File: src/rtl/stopwatch_ctrl_if.sv
// Control and display bundle between the stopwatch core and its user side.
// The master side drives the buttons; the slave side (the core) drives the digits and strobes.
interface stopwatch_ctrl_if;
  logic       pause;
  logic       adj;
  logic       sel;
  logic [2:0] m10;
  logic [3:0] m1;
  logic [2:0] s10;
  logic [3:0] s1;
  logic       running;
  logic       tickDis;
  logic       blankMin;
  logic       blankSec;

  modport master (
    output pause, adj, sel,
    input  m10, m1, s10, s1, running, tickDis, blankMin, blankSec
  );

  modport slave (
    input  pause, adj, sel,
    output m10, m1, s10, s1, running, tickDis, blankMin, blankSec
  );
endinterface

File: src/rtl/stopwatch_ctrl.sv
// MM:SS stopwatch with run/pause toggle, per-field adjust mode, display strobe and adjust blink.
// All timing derives from one free-running second counter plus two independent dividers.
module stopwatch_ctrl #(
  parameter int CLK_HZ   = 100000000,
  parameter int DIS_HZ   = 400,
  parameter int BLINK_HZ = 4
) (
  input logic             clk,
  input logic             rst,
  stopwatch_ctrl_if.slave sw
);

  localparam int DIS_DIV   = CLK_HZ / DIS_HZ;
  localparam int BLINK_DIV = CLK_HZ / (2 * BLINK_HZ);
  localparam int CNT_W     = (CLK_HZ > 1)    ? $clog2(CLK_HZ)    : 1;
  localparam int DIS_W     = (DIS_DIV > 1)   ? $clog2(DIS_DIV)   : 1;
  localparam int BLINK_W   = (BLINK_DIV > 1) ? $clog2(BLINK_DIV) : 1;

  typedef enum logic {RUN, PAUSED} state_t;

  state_t             r_state, w_stateNext;
  logic               r_pausePrev;
  logic [CNT_W-1:0]   r_cnt1;
  logic [DIS_W-1:0]   r_cntDis;
  logic [BLINK_W-1:0] r_cntBlink;
  logic               r_tickDis, r_blinkPhase, r_blankMin, r_blankSec;
  logic [2:0]         r_m10, r_s10, w_m10, w_s10, w_m10Inc, w_s10Inc;
  logic [3:0]         r_m1, r_s1, w_m1, w_s1, w_m1Inc, w_s1Inc;
  logic               w_tick1, w_tick2, w_disWrap, w_blinkWrap, w_pauseRise, w_secWrap;

  assign w_tick1     = (r_cnt1 == CNT_W'(CLK_HZ - 1));
  assign w_tick2     = w_tick1 || (r_cnt1 == CNT_W'(CLK_HZ / 2 - 1));
  assign w_disWrap   = (r_cntDis == DIS_W'(DIS_DIV - 1));
  assign w_blinkWrap = (r_cntBlink == BLINK_W'(BLINK_DIV - 1));
  assign w_pauseRise = sw.pause && !r_pausePrev;

  always_ff @(posedge clk or posedge rst) begin
    if (rst) begin
      r_cnt1       <= '0;
      r_cntDis     <= '0;
      r_cntBlink   <= '0;
      r_tickDis    <= 1'b0;
      r_blinkPhase <= 1'b0;
    end else begin
      r_cnt1     <= w_tick1 ? '0 : r_cnt1 + 1'b1;
      r_cntDis   <= w_disWrap ? '0 : r_cntDis + 1'b1;
      r_cntBlink <= w_blinkWrap ? '0 : r_cntBlink + 1'b1;
      r_tickDis  <= w_disWrap;
      if (w_blinkWrap) r_blinkPhase <= ~r_blinkPhase;
    end
  end

  always_ff @(posedge clk or posedge rst) begin
    if (rst) begin
      r_state     <= RUN;
      r_pausePrev <= 1'b0;
    end else begin
      r_state     <= w_stateNext;
      r_pausePrev <= sw.pause;
    end
  end

  always_comb begin
    w_stateNext = r_state;
    if (w_pauseRise) w_stateNext = (r_state == RUN) ? PAUSED : RUN;
  end

  // Each field incremented on its own, 59 -> 00; w_secWrap tells the RUN path to carry.
  always_comb begin
    w_s1Inc   = (r_s1 == 4'd9) ? 4'd0 : r_s1 + 4'd1;
    w_s10Inc  = (r_s1 == 4'd9) ? ((r_s10 == 3'd5) ? 3'd0 : r_s10 + 3'd1) : r_s10;
    w_m1Inc   = (r_m1 == 4'd9) ? 4'd0 : r_m1 + 4'd1;
    w_m10Inc  = (r_m1 == 4'd9) ? ((r_m10 == 3'd5) ? 3'd0 : r_m10 + 3'd1) : r_m10;
    w_secWrap = (r_s10 == 3'd5) && (r_s1 == 4'd9);
  end

  always_comb begin
    w_m10 = r_m10;
    w_m1  = r_m1;
    w_s10 = r_s10;
    w_s1  = r_s1;
    if (sw.adj) begin
      if (w_tick2) begin
        if (sw.sel) begin
          w_s10 = w_s10Inc;
          w_s1  = w_s1Inc;
        end else begin
          w_m10 = w_m10Inc;
          w_m1  = w_m1Inc;
        end
      end
    end else if ((r_state == RUN) && w_tick1) begin
      w_s10 = w_s10Inc;
      w_s1  = w_s1Inc;
      if (w_secWrap) begin
        w_m10 = w_m10Inc;
        w_m1  = w_m1Inc;
      end
    end
  end

  always_ff @(posedge clk or posedge rst) begin
    if (rst) begin
      r_m10      <= '0;
      r_m1       <= '0;
      r_s10      <= '0;
      r_s1       <= '0;
      r_blankMin <= 1'b0;
      r_blankSec <= 1'b0;
    end else begin
      r_m10      <= w_m10;
      r_m1       <= w_m1;
      r_s10      <= w_s10;
      r_s1       <= w_s1;
      r_blankMin <= sw.adj && !sw.sel && r_blinkPhase;
      r_blankSec <= sw.adj && sw.sel && r_blinkPhase;
    end
  end

  assign sw.m10      = r_m10;
  assign sw.m1       = r_m1;
  assign sw.s10      = r_s10;
  assign sw.s1       = r_s1;
  assign sw.running  = (r_state == RUN);
  assign sw.tickDis  = r_tickDis;
  assign sw.blankMin = r_blankMin;
  assign sw.blankSec = r_blankSec;

endmodule

File: src/flat_wrapper.sv
// flat-port wrapper written by rule: the top's interface ports become plain ports
module stopwatch_ctrl_flat 
#(
  parameter int CLK_HZ   = 100000000,
  parameter int DIS_HZ   = 400,
  parameter int BLINK_HZ = 4
)
  (clk, rst, sw_pause, sw_adj, sw_sel, sw_m10, sw_m1, sw_s10, sw_s1, sw_running, sw_tickDis, sw_blankMin, sw_blankSec);
  stopwatch_ctrl_if sw_i ();
  input logic clk;
  input logic rst;
  input wire logic [$bits(sw_i.pause)-1:0] sw_pause;
  input wire logic [$bits(sw_i.adj)-1:0] sw_adj;
  input wire logic [$bits(sw_i.sel)-1:0] sw_sel;
  output wire logic [$bits(sw_i.m10)-1:0] sw_m10;
  output wire logic [$bits(sw_i.m1)-1:0] sw_m1;
  output wire logic [$bits(sw_i.s10)-1:0] sw_s10;
  output wire logic [$bits(sw_i.s1)-1:0] sw_s1;
  output wire logic [$bits(sw_i.running)-1:0] sw_running;
  output wire logic [$bits(sw_i.tickDis)-1:0] sw_tickDis;
  output wire logic [$bits(sw_i.blankMin)-1:0] sw_blankMin;
  output wire logic [$bits(sw_i.blankSec)-1:0] sw_blankSec;
  assign sw_i.pause = sw_pause;
  assign sw_i.adj = sw_adj;
  assign sw_i.sel = sw_sel;
  assign sw_m10 = sw_i.m10;
  assign sw_m1 = sw_i.m1;
  assign sw_s10 = sw_i.s10;
  assign sw_s1 = sw_i.s1;
  assign sw_running = sw_i.running;
  assign sw_tickDis = sw_i.tickDis;
  assign sw_blankMin = sw_i.blankMin;
  assign sw_blankSec = sw_i.blankSec;
  stopwatch_ctrl #(.CLK_HZ(CLK_HZ), .DIS_HZ(DIS_HZ), .BLINK_HZ(BLINK_HZ)) u_core (.clk(clk), .rst(rst), .sw(sw_i));
endmodule
File: config.mk
export PLATFORM = sky130hd
export DESIGN_NAME = stopwatch_ctrl_flat
export DESIGN_NICKNAME = d
export VERILOG_FILES = /design/src/rtl/stopwatch_ctrl_if.sv /design/src/rtl/stopwatch_ctrl.sv /design/src/flat_wrapper.sv
export SDC_FILE = /design/constraint.sdc
export NUM_CORES = 1
export LEC_CHECK = 0
export BUFFER_PORTS_ARGS = -buffer_cell sky130_fd_sc_hd__buf_2
export CELL_PAD_IN_SITES_DETAIL_PLACEMENT = 2
export CELL_PAD_IN_SITES_GLOBAL_PLACEMENT = 2
export CORE_MARGIN = 5
export CORE_UTILIZATION = 40
export DETAILED_ROUTE_END_ITERATION = 8
export PLACE_DENSITY = 0.76
export SLEW_MARGIN = 20
export SYNTH_ARGS = -nofsm -noshare
export SYNTH_HDL_FRONTEND = slang
export SYNTH_SLANG_ARGS = --single-unit
File: constraint.sdc
create_clock -name clk -period 3.95 [get_ports clk]
set_clock_uncertainty 0.05 [all_clocks]
set_input_delay 1.185 -clock clk [delete_from_list [all_inputs] [get_ports clk]]
set_output_delay 1.185 -clock clk [all_outputs]
set_load 0.01 [all_outputs]
# Yosys cells after proc, flatten, opt, wreduce, memory -nomap -nowiden
# Cells that the tools add are included.
# classes
addsub,7
n_mul,0
div_mod_pow,0
magnitude_cmp,0
eq_ne,11
n_shift,0
muxes,28
bitwise,2
reduce_logical,14
# ops
operator,n
4-bit two-way mux,11
3-bit two-way mux,13
"27-bit by 1-bit adder with 27-bit output, second input constant",1
"27-bit by 26-bit equality test with 1-bit output, second input constant",1
"27-bit equality test, second input constant",1
27-bit two-way mux,1
"24-bit by 1-bit adder with 24-bit output, second input constant",1
"24-bit equality test, second input constant",1
24-bit two-way mux,1
"18-bit by 1-bit adder with 18-bit output, second input constant",1
"18-bit equality test, second input constant",1
18-bit two-way mux,1
"4-bit by 1-bit adder with 4-bit output, second input constant",2
"4-bit equality test, second input constant",2
1-bit logical AND,7
"3-bit by 1-bit adder with 3-bit output, second input constant",2
"3-bit equality test, second input constant",2
"2-bit by 1-bit inequality test with 1-bit output, second input constant",2
4-bit AND reduction,1
2-bit nonzero test,2
3-bit AND reduction,1
1-bit logical NOT,2
"2-bit inequality test, second input constant",1
1-bit NOT,2
other kinds (2),2
# totals
register_bits,89
latch_bits,0
ram_bits,0
mem_bits_ro,0
output_inout_bits,18
word_cells,75
memories,0

# Depth between registers and ports, before layout
# depth
ltp_word,6
mapped_depth,7
mapped_depth_nobuf,6

# Worst setup path after synthesis
# OpenSTA, ideal clock, no wires.
# synth_path
kind,input to register
startpoint,input port sw_adj
endpoint,"register u_core.r_s10[1], in the netlist u_core.sw.s10[1]"
arrival_time_ns,2.761
setup_slack_ns,1.014
stages,5
path_buffers,0
path_cell_list,or4bb_1 -> nor4_1 -> a32oi_1 -> or3_4 -> mux2_4
# synth_between
elab_chain_cells,2
word_cells_on_any_way,5
# synth_rtl
item,line,source
from (decl),flat_wrapper.sv:13,input wire logic [$bits(sw_i.adj)-1:0] sw_adj;
2-bit by 1-bit inequality test with 1-bit output (no source line) or 2-bit nonzero test (tied branches),-,
3-bit AND reduction (no source line),-,
to (signal assigned),stopwatch_ctrl.sv:113,r_s10 <= w_s10;
to (decl),stopwatch_ctrl.sv:27,"logic [2:0] r_m10, r_s10, w_m10, w_s10, w_m10Inc, w_s10Inc;"
# Several ways; a longest one is shown, not always the timed one.
# A chain may end at the register's enable or synchronous reset.

# Final worst setup path
# layout_path
startpoint,input port sw_adj
endpoint,"register u_core.r_m10[1], in the netlist u_core.sw.m10[1]"
# layout_between
elab_chain_cells,2
word_cells_on_any_way,6
# layout_rtl
item,line,source
2-bit inequality test (no source line) (tied with other cells),-,
4-bit AND reduction (no source line),-,
to (signal assigned),stopwatch_ctrl.sv:111,r_m10 <= w_m10;
to (decl),stopwatch_ctrl.sv:27,
# Several ways; a longest one is shown, not always the timed one.

==> results by group <==
Die
  – Core Area: between 0.01 and 0.015 mm^2
  – Num ports: 23
  – Starting Density: 0.407
  – Die W: 112 um
  – Die ar.: roughly 0.013 mm^2
  – FP Rows: 37
  – Die Height: around 110 um

Worst hold path
  – Min-delay src: u_core.r_cntBlink[23]
  – HP Class: reg -> reg

Yosys
  – YS warnings: 0
  – Share of synthesized registers carrying an async set or reset: 1.00
  – Syn Nets: about 410
  – Number of synthesized register bits: approximately 90
  – Syn avg cell area: approximately 10 um^2
  – Unique masters post-synth: just over 40
  – Prevailing post-synth register cell: dfrtp_1
  – Post-synthesis sequential area ratio: 0.532
  – Synthesized area: ~0.0042 mm^2
  – Syn Inst Count: around 400
  – Post-synth EDFFs: 0

Route
  – First-pass DRT Iterations: 4
  – DR iter-0 viols: just over 100
  – DRC Markers: 0
  – Antenna Nets Post-Route: 0
  – WL per Instance: 17.1 um
  – Routed WL: between 9000 and 10000 um
  – Vias: approximately 3100
  – Via density: between 5 and 6

Timing
  – Rel. slew slack: 0.265
  – Final setup vio count: 0
  – Setup tns final: 0 ns
  – Worst Max-Slew Pin Slew: around 1.1 ns
  – Max frequency: around 340 MHz
  – Tcrit/Tclk final: 0.740
  – Final Hold Vio Count: 0
  – RSZ-0062 raised after global routing: false
  – Max Slew Vio Count: 0
  – Final min period: ~3 ns

Critical path
  – Crit. End Element: flip-flop
  – Startpoint types: input pin
  – Worst R2R Start: u_core.r_cnt1[0]
  – Setup CP Type: in -> reg
  – CP Max Fanout: 7
  – Worst EP arrival: 3.12 ns
  – Worst Setup SP: sw_adj
  – Data required, critical path: 4.15 ns

Placed design
  – Post-DP HPWL: about 6800 um
  – Port buffer count: 22
  – Cell count after placement: between 500 and 600
  – Routability cong.: about 0.73

Finish
  – # fillers: between 1000 and 1500
  – Synth-to-Final Area Change: 11.6%
  – Share of post-route cells with drive strength above 1: 0.126
  – Finished Layout Cells: about 570
  – Multi-input logic area: between 0.0015 and 0.002 mm^2
  – Antenna cells: 0
  – Register area: 0.00223 mm^2
  – Most frequent cells in the layout: 89 x dfrtp_1, 51 x nor2_1, 33 x xor2_1
  – Layout Nets: 439
  – Most common library cell in the layout ignoring fill and taps: dfrtp_1

Pwr
  – Leak Pwr: approximately 2.2 nW
  – Switching share of power: 0.244
  – Int Pwr: about 1.2 mW
  – Logic pwr share: 0.030
  – Pwr/cell area: between 300 and 400 mW/mm^2
  – Maximum vdd drop: approximately 0.21 mV
  – Sequential share of power: 0.601
  – Share of total power in the clock network: 0.369
  – Psw: between 0.3 and 0.4 mW

GRT
  – GR Util All Layers: 0.168
  – GR Layer Usage met3: 0.0259
  – First-pass GRT wire length: 17300 um
  – Largest net degree at the start of global routing: 55
  – Most Crowded Layer GR: met2
  – Vias in the first global route: between 3000 and 4000
  – Initial antenna violation count: 0
  – Grt ovf: 0
  – Routing usage on met2: 0.284
  – Met1 Resource Use GR: 0.218

Clock tree
  – Clock Tree Buf Depth: 2
  – Latest clock arrival within the worst-skew pair: around 0.36 ns
  – Hold buffers post-CTS: 0
  – Resize count post-CTS: 0
  – Num Clock Sinks: 89
  – Post-CTS setup buffer count: 0
  – CTS root buffer: clkbuf_8
  – CTS H-tree depth: 3
  – Clk slew on worst S/H paths: approximately 0.090 ns
  – TritonCTS clock tree: done
  – CTS Buf Count: 9

Job
  – Max Cap Violations: 0

Run status
  – Status: complete, no violations
-- metrics by stage --
step	setup slack, ns	instance area, um^2	power [mW]	utilization	hold slack, ns
6_report	1.03	4670	1.53	0.455	0.427
5_1_grt	0.947	4670	1.61	0.455	0.450
4_1_cts	1.05	4670	1.56	0.455	0.435
3_5_place_dp	0.658	4500	0.986	0.438	0.420
3_3_place_gp	0.773	4500	0.985	0.438	0.409
2_1_floorplan	0.408	4190	0.965	-	0.391
-- metal layers --
layer / wire length, um / part of all wire
met4: 161 / 0.016
met1: 4660 / 0.48
met2: 4820 / 0.49
met5: 0 / 0
met3: 159 / 0.016
-- path summary, 6_finish.rpt --
kind	endpoint	slack (ns)	depth (start not counted)
worst min register to register	u_core.r_cntBlink[23]	0.43	1
min in group asynchronous	u_core.r_cnt1[14]	0.85	2
worst min-delay path	u_core.r_cntBlink[23]	0.43	1
max in group asynchronous	u_core.r_cntDis[9]	2.29	3
worst max register to register	u_core.sw.m10[1]	1.44	6
worst max-delay path	u_core.sw.m10[1]	1.03	6
-- cell type report --
type | instances | share of cell area
sequential | 89 | 0.476
clock buffer | 9 | 0.0265
tap | 136 | 0.0364
multi-input combinational | 291 | 0.404
inverter | 11 | 0.00910
clock inverter | 7 | 0.0102
timing repair buffer | 29 | 0.0375
-- state kept, by name, summed over array words and instances, names as in the netlist, 3 cells and up --
name / count
u_core.sw.s10: 3
u_core.sw.s1: 4
u_core.r_cnt1: 27
u_core.r_cntDis: 18
u_core.sw.m1: 4
u_core.sw.m10: 3
u_core.r_cntBlink: 24
-- worst max-delay path, cell delays in order --
cell	delay [ns]
buf_2	0.15
or4bb_1	0.49
nor4_1	0.29
a32oi_1	0.17
nor4_2	0.45
mux2_1	0.37
-- cell usage after synthesis, types with 4 or more instances --
| library cell | n | area, um^2 |
|---|---|---|
| dfrtp_1 | 89 | 2230 |
| nor2_1 | 51 | 191 |
| xor2_1 | 33 | 289 |
| nand3_1 | 31 | 155 |
| xnor2_1 | 27 | 236 |
| nand2_1 | 25 | 93.8 |
| nand4_1 | 21 | 131 |
| and3_1 | 12 | 75.1 |
| inv_1 | 11 | 41.3 |
| nor4_1 | 11 | 68.8 |
| nor2b_1 | 9 | 56.3 |
| nand2b_1 | 8 | 50.1 |
| clkbuf_1 | 7 | 26.3 |
| nand3b_1 | 7 | 52.6 |
| mux2i_1 | 4 | 40.0 |
| nor3_1 | 4 | 20.0 |
| nor4_2 | 4 | 50.1 |
| o21ai_0 | 4 | 20.0 |
-- power groups by stage --
stage          combinational (mW)  sequential (mW)  clock (mW)
2_1_floorplan              0.0291            0.936           0
3_3_place_gp               0.0467            0.938           0
3_5_place_dp               0.0485            0.938           0
4_1_cts                    0.0488            0.919       0.590
5_1_grt                    0.0545            0.920       0.636
6_report                   0.0463            0.919       0.564
-- cell families (layout without fill, tap and decap cells) --
group | Yosys count | after routing | share of synthesized area
xor gates and xnor gates | 60 | 60 | 0.125
buffers and inverters | 19 | 56 | 0.0173
DFF | 89 | 89 | 0.532
AOI/OAI and AO/OA | 15 | 15 | 0.0227
and+or+nand+nor | 203 | 203 | 0.266
muxes | 10 | 10 | 0.0275
adders and majority gates | 3 | 3 | 0.00896
No activity file was read; power rests on OpenSTA's default activity.
